`src/rtl/fifo_param.sv`:
```
// fifo_param: parametrised single-clock FIFO with a registered read port,
// programmable almost-full/almost-empty thresholds, one-cycle overflow and
// underflow pulses, a read-valid strobe and a synchronous flush.
// The occupancy counter is kept in its own register so that full and empty
// are never inferred from the pointers, which coincide in both cases.
module fifo_param #(
    parameter int WIDTH    = 8,
    parameter int DEPTH    = 8,
    parameter int AF_LEVEL = DEPTH - 2,
    parameter int AE_LEVEL = 2
) (
    input  logic                     clk,
    input  logic                     rst,
    input  logic                     flush,
    input  logic [WIDTH-1:0]         din,
    input  logic                     wr_en,
    input  logic                     rd_en,
    output logic [WIDTH-1:0]         dout,
    output logic                     dout_valid,
    output logic [$clog2(DEPTH):0]   counter,
    output logic                     full,
    output logic                     empty,
    output logic                     almost_full,
    output logic                     almost_empty,
    output logic                     overflow,
    output logic                     underflow
);

    localparam int AW = $clog2(DEPTH);
    localparam int CW = AW + 1;

    localparam logic [CW-1:0] DEPTH_C = CW'(DEPTH);
    localparam logic [CW-1:0] AF_C    = CW'(AF_LEVEL);
    localparam logic [CW-1:0] AE_C    = CW'(AE_LEVEL);

    // Storage and state registers
    logic [WIDTH-1:0] mem_q [DEPTH];
    logic [AW-1:0]    wp_q, wp_d;
    logic [AW-1:0]    rp_q, rp_d;
    logic [CW-1:0]    cnt_q, cnt_d;
    logic [WIDTH-1:0] dout_q, dout_d;
    logic             dout_valid_q, dout_valid_d;
    logic             overflow_q, overflow_d;
    logic             underflow_q, underflow_d;

    // Decoded controls
    logic             full_s;
    logic             empty_s;
    logic             rd_ok_s;
    logic             wr_ok_s;
    logic             mem_we_s;

    assign full_s  = (cnt_q == DEPTH_C);
    assign empty_s = (cnt_q == {CW{1'b0}});

    assign dout         = dout_q;
    assign dout_valid   = dout_valid_q;
    assign counter      = cnt_q;
    assign full         = full_s;
    assign empty        = empty_s;
    assign almost_full  = (cnt_q >= AF_C);
    assign almost_empty = (cnt_q <= AE_C);
    assign overflow     = overflow_q;
    assign underflow    = underflow_q;

    // Next-state logic: accept/reject push and pop, update pointers and count
    always_comb begin
        wp_d         = wp_q;
        rp_d         = rp_q;
        cnt_d        = cnt_q;
        dout_d       = dout_q;
        dout_valid_d = 1'b0;
        overflow_d   = 1'b0;
        underflow_d  = 1'b0;
        mem_we_s     = 1'b0;

        // A pop frees a slot in the same cycle, so a full FIFO still takes a push.
        rd_ok_s = rd_en && !empty_s;
        wr_ok_s = wr_en && (!full_s || rd_ok_s);

        if (flush) begin
            // Contents are discarded; dout and memory keep their values.
            wp_d  = {AW{1'b0}};
            rp_d  = {AW{1'b0}};
            cnt_d = {CW{1'b0}};
        end else begin
            if (wr_ok_s) begin
                mem_we_s = 1'b1;
                wp_d     = wp_q + AW'(1);
            end else begin
                mem_we_s = 1'b0;
            end

            if (rd_ok_s) begin
                dout_d       = mem_q[rp_q];
                rp_d         = rp_q + AW'(1);
                dout_valid_d = 1'b1;
            end else begin
                dout_valid_d = 1'b0;
            end

            case ({wr_ok_s, rd_ok_s})
                2'b10:   cnt_d = cnt_q + CW'(1);
                2'b01:   cnt_d = cnt_q - CW'(1);
                default: cnt_d = cnt_q;
            endcase

            overflow_d  = wr_en && !wr_ok_s;
            underflow_d = rd_en && !rd_ok_s;
        end
    end

    // State register with synchronous reset
    always_ff @(posedge clk) begin
        if (rst) begin
            wp_q         <= {AW{1'b0}};
            rp_q         <= {AW{1'b0}};
            cnt_q        <= {CW{1'b0}};
            dout_q       <= {WIDTH{1'b0}};
            dout_valid_q <= 1'b0;
            overflow_q   <= 1'b0;
            underflow_q  <= 1'b0;
        end else begin
            wp_q         <= wp_d;
            rp_q         <= rp_d;
            cnt_q        <= cnt_d;
            dout_q       <= dout_d;
            dout_valid_q <= dout_valid_d;
            overflow_q   <= overflow_d;
            underflow_q  <= underflow_d;
        end
    end

    // Memory write port; the array is never cleared
    always_ff @(posedge clk) begin
        if (mem_we_s && !rst) begin
            mem_q[wp_q] <= din;
        end
    end

endmodule
```
`config.mk`:
```
export PLATFORM = sky130hd
export DESIGN_NAME = fifo_param
export DESIGN_NICKNAME = d
export VERILOG_FILES = /design/src/rtl/fifo_param.sv
export SDC_FILE = /design/constraint.sdc
export NUM_CORES = 1
export LEC_CHECK = 0
export ABC_AREA = 1
export CAP_MARGIN = 10
export CELL_PAD_IN_SITES_DETAIL_PLACEMENT = 1
export CELL_PAD_IN_SITES_GLOBAL_PLACEMENT = 1
export CORE_AREA = 2 2 68 134
export DETAILED_ROUTE_END_ITERATION = 10
export DIE_AREA = 0 0 70 136
export PLACE_DENSITY = 0.82
export SYNTH_ARGS = -nofsm -noshare
export SYNTH_HDL_FRONTEND = slang
export SYNTH_SLANG_ARGS = --single-unit
```
`constraint.sdc`:
```
create_clock -name clk -period 2.2 [get_ports clk]
set_clock_uncertainty 0.1 [all_clocks]
set_input_delay 0.33 -clock clk [delete_from_list [all_inputs] [get_ports clk]]
set_output_delay 0.33 -clock clk [all_outputs]
set_load 0.005 [all_outputs]
```
After elaboration in Yosys (flattened, before gate mapping):

Memories as Yosys holds them, arrays and structs flattened. A register that Yosys moved wholly into a read port is not among the register bits.
Cells that the tools add are included.

* register bits: 13
* bits in writable memories: 64
* input bits: 13
* word-level logic and storage cells: 38
* memories: 1

* add/sub/neg operators: 4
* magnitude comparators: 2
* equality and inequality tests: 3
* muxes and demuxes: 6
* bitwise operators: 1
* reduce and logical (&&, ||, !) cells: 15

Memory list
* mem_q: words 8, bits a word 8, read ports 1, clocked after Yosys merged registers in 1, wr ports 1, line 37 `logic [WIDTH-1:0] mem_q [DEPTH];`

Operator list (number)
* $pmux 4 s2: 1
* $add 3x1->3 const B: 2
* $logic_and 1x1->1: 5
* $logic_not 1->1: 5
* $mux 1: 5
* $add 4x1->4 const B: 1
* $eq 4x4->1 const B: 1
* $ge 4x3->1 const B: 1
* $le 4x2->1 const B: 1
* $logic_not 4->1: 1
* $sub 4x1->4 const B: 1
* $eq 2x1->1 const B: 1
* $eq 2x2->1 const B: 1
* $reduce_and 2->1: 1
* $reduce_bool 2->1: 1
* $reduce_or 2->1: 1
* $logic_or 1x1->1: 1
* $not 1->1: 1

Logic depth before layout (Yosys ltp):

Gate-level depths: netlist of the first run.

* depth after elaboration: 10
* gate-level depth with buffers: 13

Worst setup path after synthesis of the first run:

No wires, ideal clock.

* kind: register to register
* start: register cnt_q[2], in the netlist counter[2]
* end: register cnt_q[3], in the netlist counter[3]
* setup time: 70 ps
* data arrival time: 1854 ps
* required time: 2030 ps
* setup slack: 176 ps
* cell stages (with the launch flop): 12
* period minus slack after synthesis: 2024 ps
* path through: dfxtp_1 > inv_1 > nand4_1 > nand2_1 > ha_1 > ha_1 > or2_2 > nand2_1 > nand3_1 > nand2_1 > nand2_1 > a21oi_1

* longest elaborated chain between the ends: 7
* elaborated cells on any way between the ends: 13
* those cells by class: 2 x add/sub; 3 x eq/ne; 1 x mux; 7 x reduce/logical

Ends and longest elaborated chain
* from (decl): line 40 `logic [CW-1:0] cnt_q, cnt_d;`
* from (signal assigned): line 118 `cnt_q <= {CW{1'b0}};`
* from (signal assigned): line 126 `cnt_q <= cnt_d;`
* $logic_not 4->1: line 54 `assign empty_s = (cnt_q == {CW{1'b0}});`
* $logic_not 1->1: line 78 `rd_ok_s = rd_en && !empty_s;`
* $logic_and 1x1->1: line 78
* $logic_or 1x1->1: line 79 `wr_ok_s = wr_en && (!full_s || rd_ok_s);`
* $logic_and 1x1->1: line 79
* $eq 2x1->1 or $eq 2x2->1 (tied branches): line 102 `case ({wr_ok_s, rd_ok_s})`
* $pmux 4 s2 or $reduce_bool 2->1 (tied branches)

Several ways; a longest one is shown, not always the timed one.
A chain may end at the register's enable or synchronous reset.

Final worst setup path of the first run:

* start: register cnt_q[3], in the netlist counter[3]
* end: output port full

* longest elaborated chain between the ends: 1

Ends and longest elaborated chain
* $eq 4x4->1: line 53 `assign full_s = (cnt_q == DEPTH_C);`
* to (decl): line 21 `output logic full,`

No other way between the ends.

==> flow_metrics.tcl, run 1 <==
set metrics [dict create \
    run_status "completed" \
    post_layout_nonfiller_instances 540 \
    grt_pass1_vias 3032 \
    dieArea_um2 9520 \
    antenna_left 0 \
    clkTransAtPathRegs_ps 60 \
    critical_path_required_ps 1770 \
    criticalPathCategory "flop to output pin" \
    h_tree_depth 3 \
    syn_inst_count 379 \
    fin_nets 454 \
    fmax_ghz 0.464 \
    fp-row-count 48 \
    route.detailed.wl_per_inst_um 17.8 \
    synth-edff-count 64 \
    gr-usage-all-layers_pct 21.6 \
    postCtsResizedCells 0 \
    overflow_left_after_global_routing 0 \
    tritoncts "done" \
    floorplan.initialDensity_pct 43.7 \
    synth_top_flop_cell "sky130_fd_sc_hd__edfxtp_1" \
    synth-seq-area-share_pct 62.8 \
    dpl_cell_area_um2 4270 \
    port-buffer-count 31 \
    ir_drop_uv 482 \
    synthesis.yosys.warnings 0 \
    flow.area_growth_from_synthesis_pct 22.0 \
    synth_commonest_cells "sky130_fd_sc_hd__nand2_1, sky130_fd_sc_hd__edfxtp_1, sky130_fd_sc_hd__inv_1, sky130_fd_sc_hd__nand3_1, sky130_fd_sc_hd__dfxtp_1" \
    grt_setup_unrepaired "false" \
    layout_worst_path_cycle_share_pct 97.9 \
    final_worst_setup_slack_ps 47.1 \
    report.final.slew_viol_count 0 \
    synth.largest_area_cell "sky130_fd_sc_hd__edfxtp_1" \
    post-synth-top-area-fraction_pct 51.5 \
    cts-root-buf "sky130_fd_sc_hd__clkbuf_16" \
    detail_route.first_pass.iterations 4 \
    netlist_area_um2 3730 \
    setup_violations 0 \
    critical_path.max_fanout 4 \
    yosysMostFrequentCell "sky130_fd_sc_hd__nand2_1" \
    hold_path.class "flop to flop" \
    worst_setup_path_end_kind "output pin" \
    antenna_cells 0 \
    data_arrival_time_of_the_critical_path_ps 1720 \
    power-per-cell-area_nw_per_um2 770 \
    synth.distinct_cells 28 \
    final_period_minus_worst_setup_slack_ps 2150 \
    tritoncts_buffers 9 \
    power.static_leakage_nw 1.91 \
    first_pass_grt_wire_length_mm 15.3 \
    hpwlAfterDp_mm 6.88 \
    fp.dieW_um 70 \
    finish.instance_area_um2 4550 \
    grt_antenna_before_repair 0 \
    slew_headroom_pct 76.4 \
    maxCapViolations 0 \
    synth_nets 398 \
    synth.ff_latch_count 85 \
    place.detailed.instances 524 \
    num_io_pins 32 \
    drt_first_iter_violations 95 \
    clk-insertion-delay-late_ps 330 \
    async_flop_share_pct 0 \
    post_route_cells_drive_above_1_share_pct 11.6 \
    post_cts_buffers 0 \
    clock_path_buffers 2 \
    vias_per_cell 5.26 \
    syn_area_per_cell_um2 9.84 \
    wl_mm 9.59 \
    final-hold-violation-count 0 \
    cts_hold_repair.buffers 0 \
    critical_path.startpoint_type "flop" \
    die-height_um 136 \
    grt_start_max_net_pins 35 \
    num_vias 2840 \
    worstMarginPinSlew_ps 351 \
    gpl.final_weighted_congestion 0.799 \
    synth.top_cells.by_area "sky130_fd_sc_hd__edfxtp_1, sky130_fd_sc_hd__dfxtp_1, sky130_fd_sc_hd__nand2_1, sky130_fd_sc_hd__nand3_1, sky130_fd_sc_hd__inv_1" \
    place_worst_setup_slack_ps -206 \
    core_area_um2 8530 \
    cts_num_sinks 85 \
    drc 0 \
]
-- metrics by stage --
step           power, W  hold slack, ps  utilization [%]  setup TNS [ps]
3_5_place_dp    0.00211             360             50.0           -1470
2_1_floorplan   0.00195             329                -               0
5_1_grt         0.00361             396             53.4               0
6_report        0.00350             365             53.4               0
4_1_cts         0.00353             369             53.4               0
3_3_place_gp    0.00209             351             50.0            -128
-- state kept, by name (all words and copies together) (netlist names) --
| register | cells |
|---|---|
| mem_q | 64 |
| dout | 8 |
| counter | 4 |
| rp_q | 3 |
| wp_q | 3 |
| dout_valid | 1 |
| overflow | 1 |
| underflow | 1 |
-- report_power, final --
group          switching [W]  total (W)  internal, W
clock network       0.000563    0.00143     0.000867
registers          0.0000147    0.00176      0.00175
logic               0.000183   0.000314     0.000131
total               0.000760    0.00350      0.00274
-- final cells by class --
| class | count | area, um^2 |
|---|---|---|
| Sequential cell | 85 | 2340 |
| Tap cell | 100 | 125 |
| Timing Repair Buffer | 57 | 505 |
| Clock inverter | 6 | 53.8 |
| Multi-Input combinational cell | 214 | 1030 |
| Clock buffer | 10 | 229 |
| Fill cell | 980 | 3980 |
| Inverter | 68 | 262 |
-- worst max-delay path, cell delays in order (launching register included) --
cell	delay, ps
sky130_fd_sc_hd__dfxtp_1	410
sky130_fd_sc_hd__buf_4	160
sky130_fd_sc_hd__inv_1	60
sky130_fd_sc_hd__nor4_1	220
sky130_fd_sc_hd__clkdlybuf4s50_1	550
-- layer usage --
layer / wire length (um) / track usage, %
met1: 3320 / 20.1
met2: 5620 / 43.2
met5: 0 / 0
met3: 247 / 3.63
met4: 392 / 11.1
-- layout by cell type (no fill, tap or decap) --
master,n
sky130_fd_sc_hd__nand2_2,1
sky130_fd_sc_hd__clkinv_2,5
sky130_fd_sc_hd__nor2_2,2
sky130_fd_sc_hd__xor2_1,1
sky130_fd_sc_hd__inv_4,2
sky130_fd_sc_hd__nor2_4,1
sky130_fd_sc_hd__nor3_1,9
sky130_fd_sc_hd__nand4_1,1
sky130_fd_sc_hd__fa_1,1
sky130_fd_sc_hd__nor2_8,1
sky130_fd_sc_hd__edfxtp_1,64
sky130_fd_sc_hd__clkbuf_1,1
sky130_fd_sc_hd__nand3_1,53
sky130_fd_sc_hd__clkdlybuf4s50_1,31
sky130_fd_sc_hd__a21oi_1,17
sky130_fd_sc_hd__nand2_4,1
sky130_fd_sc_hd__or2_2,1
sky130_fd_sc_hd__and3_1,1
sky130_fd_sc_hd__nor4_1,1
sky130_fd_sc_hd__dfxtp_2,1
sky130_fd_sc_hd__nand2_1,104
sky130_fd_sc_hd__nor2_1,3
sky130_fd_sc_hd__xnor2_1,1
sky130_fd_sc_hd__inv_1,64
sky130_fd_sc_hd__ha_1,5
sky130_fd_sc_hd__dfxtp_1,20
sky130_fd_sc_hd__clkbuf_16,9
sky130_fd_sc_hd__bufinv_16,1
sky130_fd_sc_hd__o21ai_0,10
sky130_fd_sc_hd__clkinv_1,2
sky130_fd_sc_hd__buf_4,26
-- path summary, 6_finish.rpt --
| path | cells past startpoint | from | end | slack (ps) |
|---|---|---|---|---|
| hold reg to reg | 2 | dout[0]$_SDFFE_PP0P_ | dout[0]$_SDFFE_PP0P_ | 370 |
| setup / recovery | 4 | counter[3]$_SDFFE_PP0P_ | full | 50 |
| setup reg to reg | 12 | counter[0]$_SDFFE_PP0P_ | counter[3]$_SDFFE_PP0P_ | 120 |
| hold / removal | 2 | dout[0]$_SDFFE_PP0P_ | dout[0]$_SDFFE_PP0P_ | 370 |
-- kinds of logic (layout without fill, tap and decap cells) --
kind of cell	count (synthesis)	count (layout)	synth area share (%)
flip-flops	85	85	62.8
adder cells (fa/ha/maj)	6	6	2.21
AO/OA/AOI/OAI	27	27	3.62
XOR/XNOR	2	2	0.470
buffers and inverters	80	141	9.49
AND/OR/NAND/NOR	179	179	21.4
(Power assumes the default switching activity.)
==> run 2: changes to the inputs <==
Settings changed: GPL_ROUTABILITY_DRIVEN set to 0.
==> results of run 2 <==
Final layout, timing and power as in run 1 (identical DEF).
==> run 3: changes to the inputs <==
Settings changed: PLACE_DENSITY 0.82 to 0.85.
==> flow_metrics.tcl, run 3 (synthesis gave the netlist of run 1 again) <==
set metrics [dict create \
    run_status "completed" \
    port-buffer-count 31 \
    first_pass_grt_wire_length_mm 15.5 \
    share_clk_of_total_power_pct 43.5 \
    die-height_um 136 \
    cts_num_sinks 85 \
    largest_register_ff_count 64 \
    fp-row-count 48 \
    num_vias 2849 \
    most-common-layout-cells "sky130_fd_sc_hd__nand2_1, sky130_fd_sc_hd__inv_1, sky130_fd_sc_hd__edfxtp_1, sky130_fd_sc_hd__nand3_1, sky130_fd_sc_hd__clkdlybuf4s50_1" \
    grt_start_max_net_pins 35 \
    wl_mm 9.85 \
    vias_per_cell 5.28 \
    detail_route.first_pass.iterations 4 \
    core_area_um2 8530 \
    power_switching_w 0.000796 \
    fmax_ghz 0.469 \
    power_w 0.00369 \
    clkTransAtPathRegs_ps 60 \
    place_worst_setup_slack_ps -205 \
    hold_path.class "flop to flop" \
    power.combinational.fraction_pct 8.7 \
    grt_antenna_before_repair 0 \
    antenna_left 0 \
    worstMarginPinSlew_ps 385 \
    totalNegativeSetupSlack_ps 0 \
    flow.area_growth_from_synthesis_pct 23.2 \
    post_cts_buffers 0 \
    setup_violations 0 \
    hpwlAfterDp_mm 6.80 \
    fillers 971 \
    antenna_cells 0 \
    critical_path.max_fanout 4 \
    data_arrival_time_of_the_critical_path_ps 1700 \
    h_tree_depth 3 \
    drt_first_iter_violations 183 \
    tritoncts "done" \
    fp.dieW_um 70 \
    worst_setup_path_end_kind "output pin" \
    clock_path_buffers 2 \
    share_seq_of_total_power_pct 47.8 \
    fin_nets 455 \
    switching_share_pct 21.6 \
    clk-insertion-delay-late_ps 340 \
    critical_path_required_ps 1770 \
    critical_path.startpoint_type "flop" \
    criticalPathCategory "flop to output pin" \
    drc 0 \
    p_int_w 0.00289 \
    post_route_cells_drive_above_1_share_pct 12.3 \
    dieArea_um2 9520 \
    grt_pass1_vias 3146 \
    maxCapViolations 0 \
    power.static_leakage_nw 1.94 \
    report.final.slew_viol_count 0 \
    slew_headroom_pct 74.2 \
    tritoncts_buffers 9 \
    grt_setup_unrepaired "false" \
    top_register "mem_q" \
    cts-root-buf "sky130_fd_sc_hd__clkbuf_16" \
    layout_worst_path_cycle_share_pct 96.8 \
    mostFrequentLayoutCell "sky130_fd_sc_hd__nand2_1" \
    final_worst_setup_slack_ps 69.4 \
    power-per-cell-area_nw_per_um2 802 \
    final-hold-violation-count 0 \
    route.detailed.wl_per_inst_um 18.2 \
    floorplan.initialDensity_pct 43.7 \
    final_period_minus_worst_setup_slack_ps 2130 \
    num_io_pins 32 \
    gr-usage-all-layers_pct 22.1 \
    ir_drop_uv 611 \
    overflow_left_after_global_routing 0 \
]
[run 3: worst max-delay path: stages, from the launching register on]
cell and delay, ps:
sky130_fd_sc_hd__dfxtp_2 360, sky130_fd_sc_hd__buf_4 140, sky130_fd_sc_hd__inv_1 70, sky130_fd_sc_hd__nor4_1 240
sky130_fd_sc_hd__clkdlybuf4s50_1 550
[run 3: power by group through the flow]
| stage | registers, W | clock network, W | logic [W] |
|---|---|---|---|
| final | 0.00176 | 0.00161 | 0.000319 |
| after CTS | 0.00176 | 0.00162 | 0.000320 |
| after detailed placement | 0.00180 | 0 | 0.000314 |
| after global routing | 0.00177 | 0.00168 | 0.000347 |
| after floorplan | 0.00180 | 0 | 0.000156 |
| after global placement | 0.00179 | 0 | 0.000297 |
[run 3: final timing paths]
check,startpoint,endpoint,slack (ps),cells past startpoint
worst max register to register,counter[0]$_SDFFE_PP0P_,counter[3]$_SDFFE_PP0P_,110,12
worst min register to register,dout[2]$_SDFFE_PP0P_,dout[2]$_SDFFE_PP0P_,370,2
worst max-delay path,counter[3]$_SDFFE_PP0P_,full,70,4
worst min-delay path,dout[2]$_SDFFE_PP0P_,dout[2]$_SDFFE_PP0P_,370,2
[run 3: through the flow]
stage | area [um^2] | utilization [%] | instances | hold WS [ps]
after global placement | 4280 | 50.1 | 525 | 354
after floorplan | 3730 | - | 379 | 329
after CTS | 4590 | 53.8 | 540 | 367
after global routing | 4600 | 53.9 | 540 | 389
final | 4600 | 53.9 | 540 | 366
after detailed placement | 4280 | 50.1 | 525 | 358
[run 3: repair_timing]
action,4_1_cts,5_1_grt
hold buffers,0,0
gates resized for setup,1,3
setup endpoints to repair,1,1
[run 3: final cells by class]
cell class	count	area (um^2)	area share, %
clock buffer	10	239	5.20
clock inverter	5	75.1	1.63
inverter	68	262	5.69
multi-input combinational	214	1040	22.6
sequential	85	2340	51.0
tap	100	125	2.72
timing repair buffer	58	513	11.2
[run 3: metal layers]
metal	vias up	share of wire (%)	track usage (%)	wire length, um
met1	1398	36	20.7	3530
met2	84	57	43.0	5590
met5	-	0	0	0
met4	0	4.0	11.6	389
met3	29	3.5	5.04	343
li1	1338	-	-	-
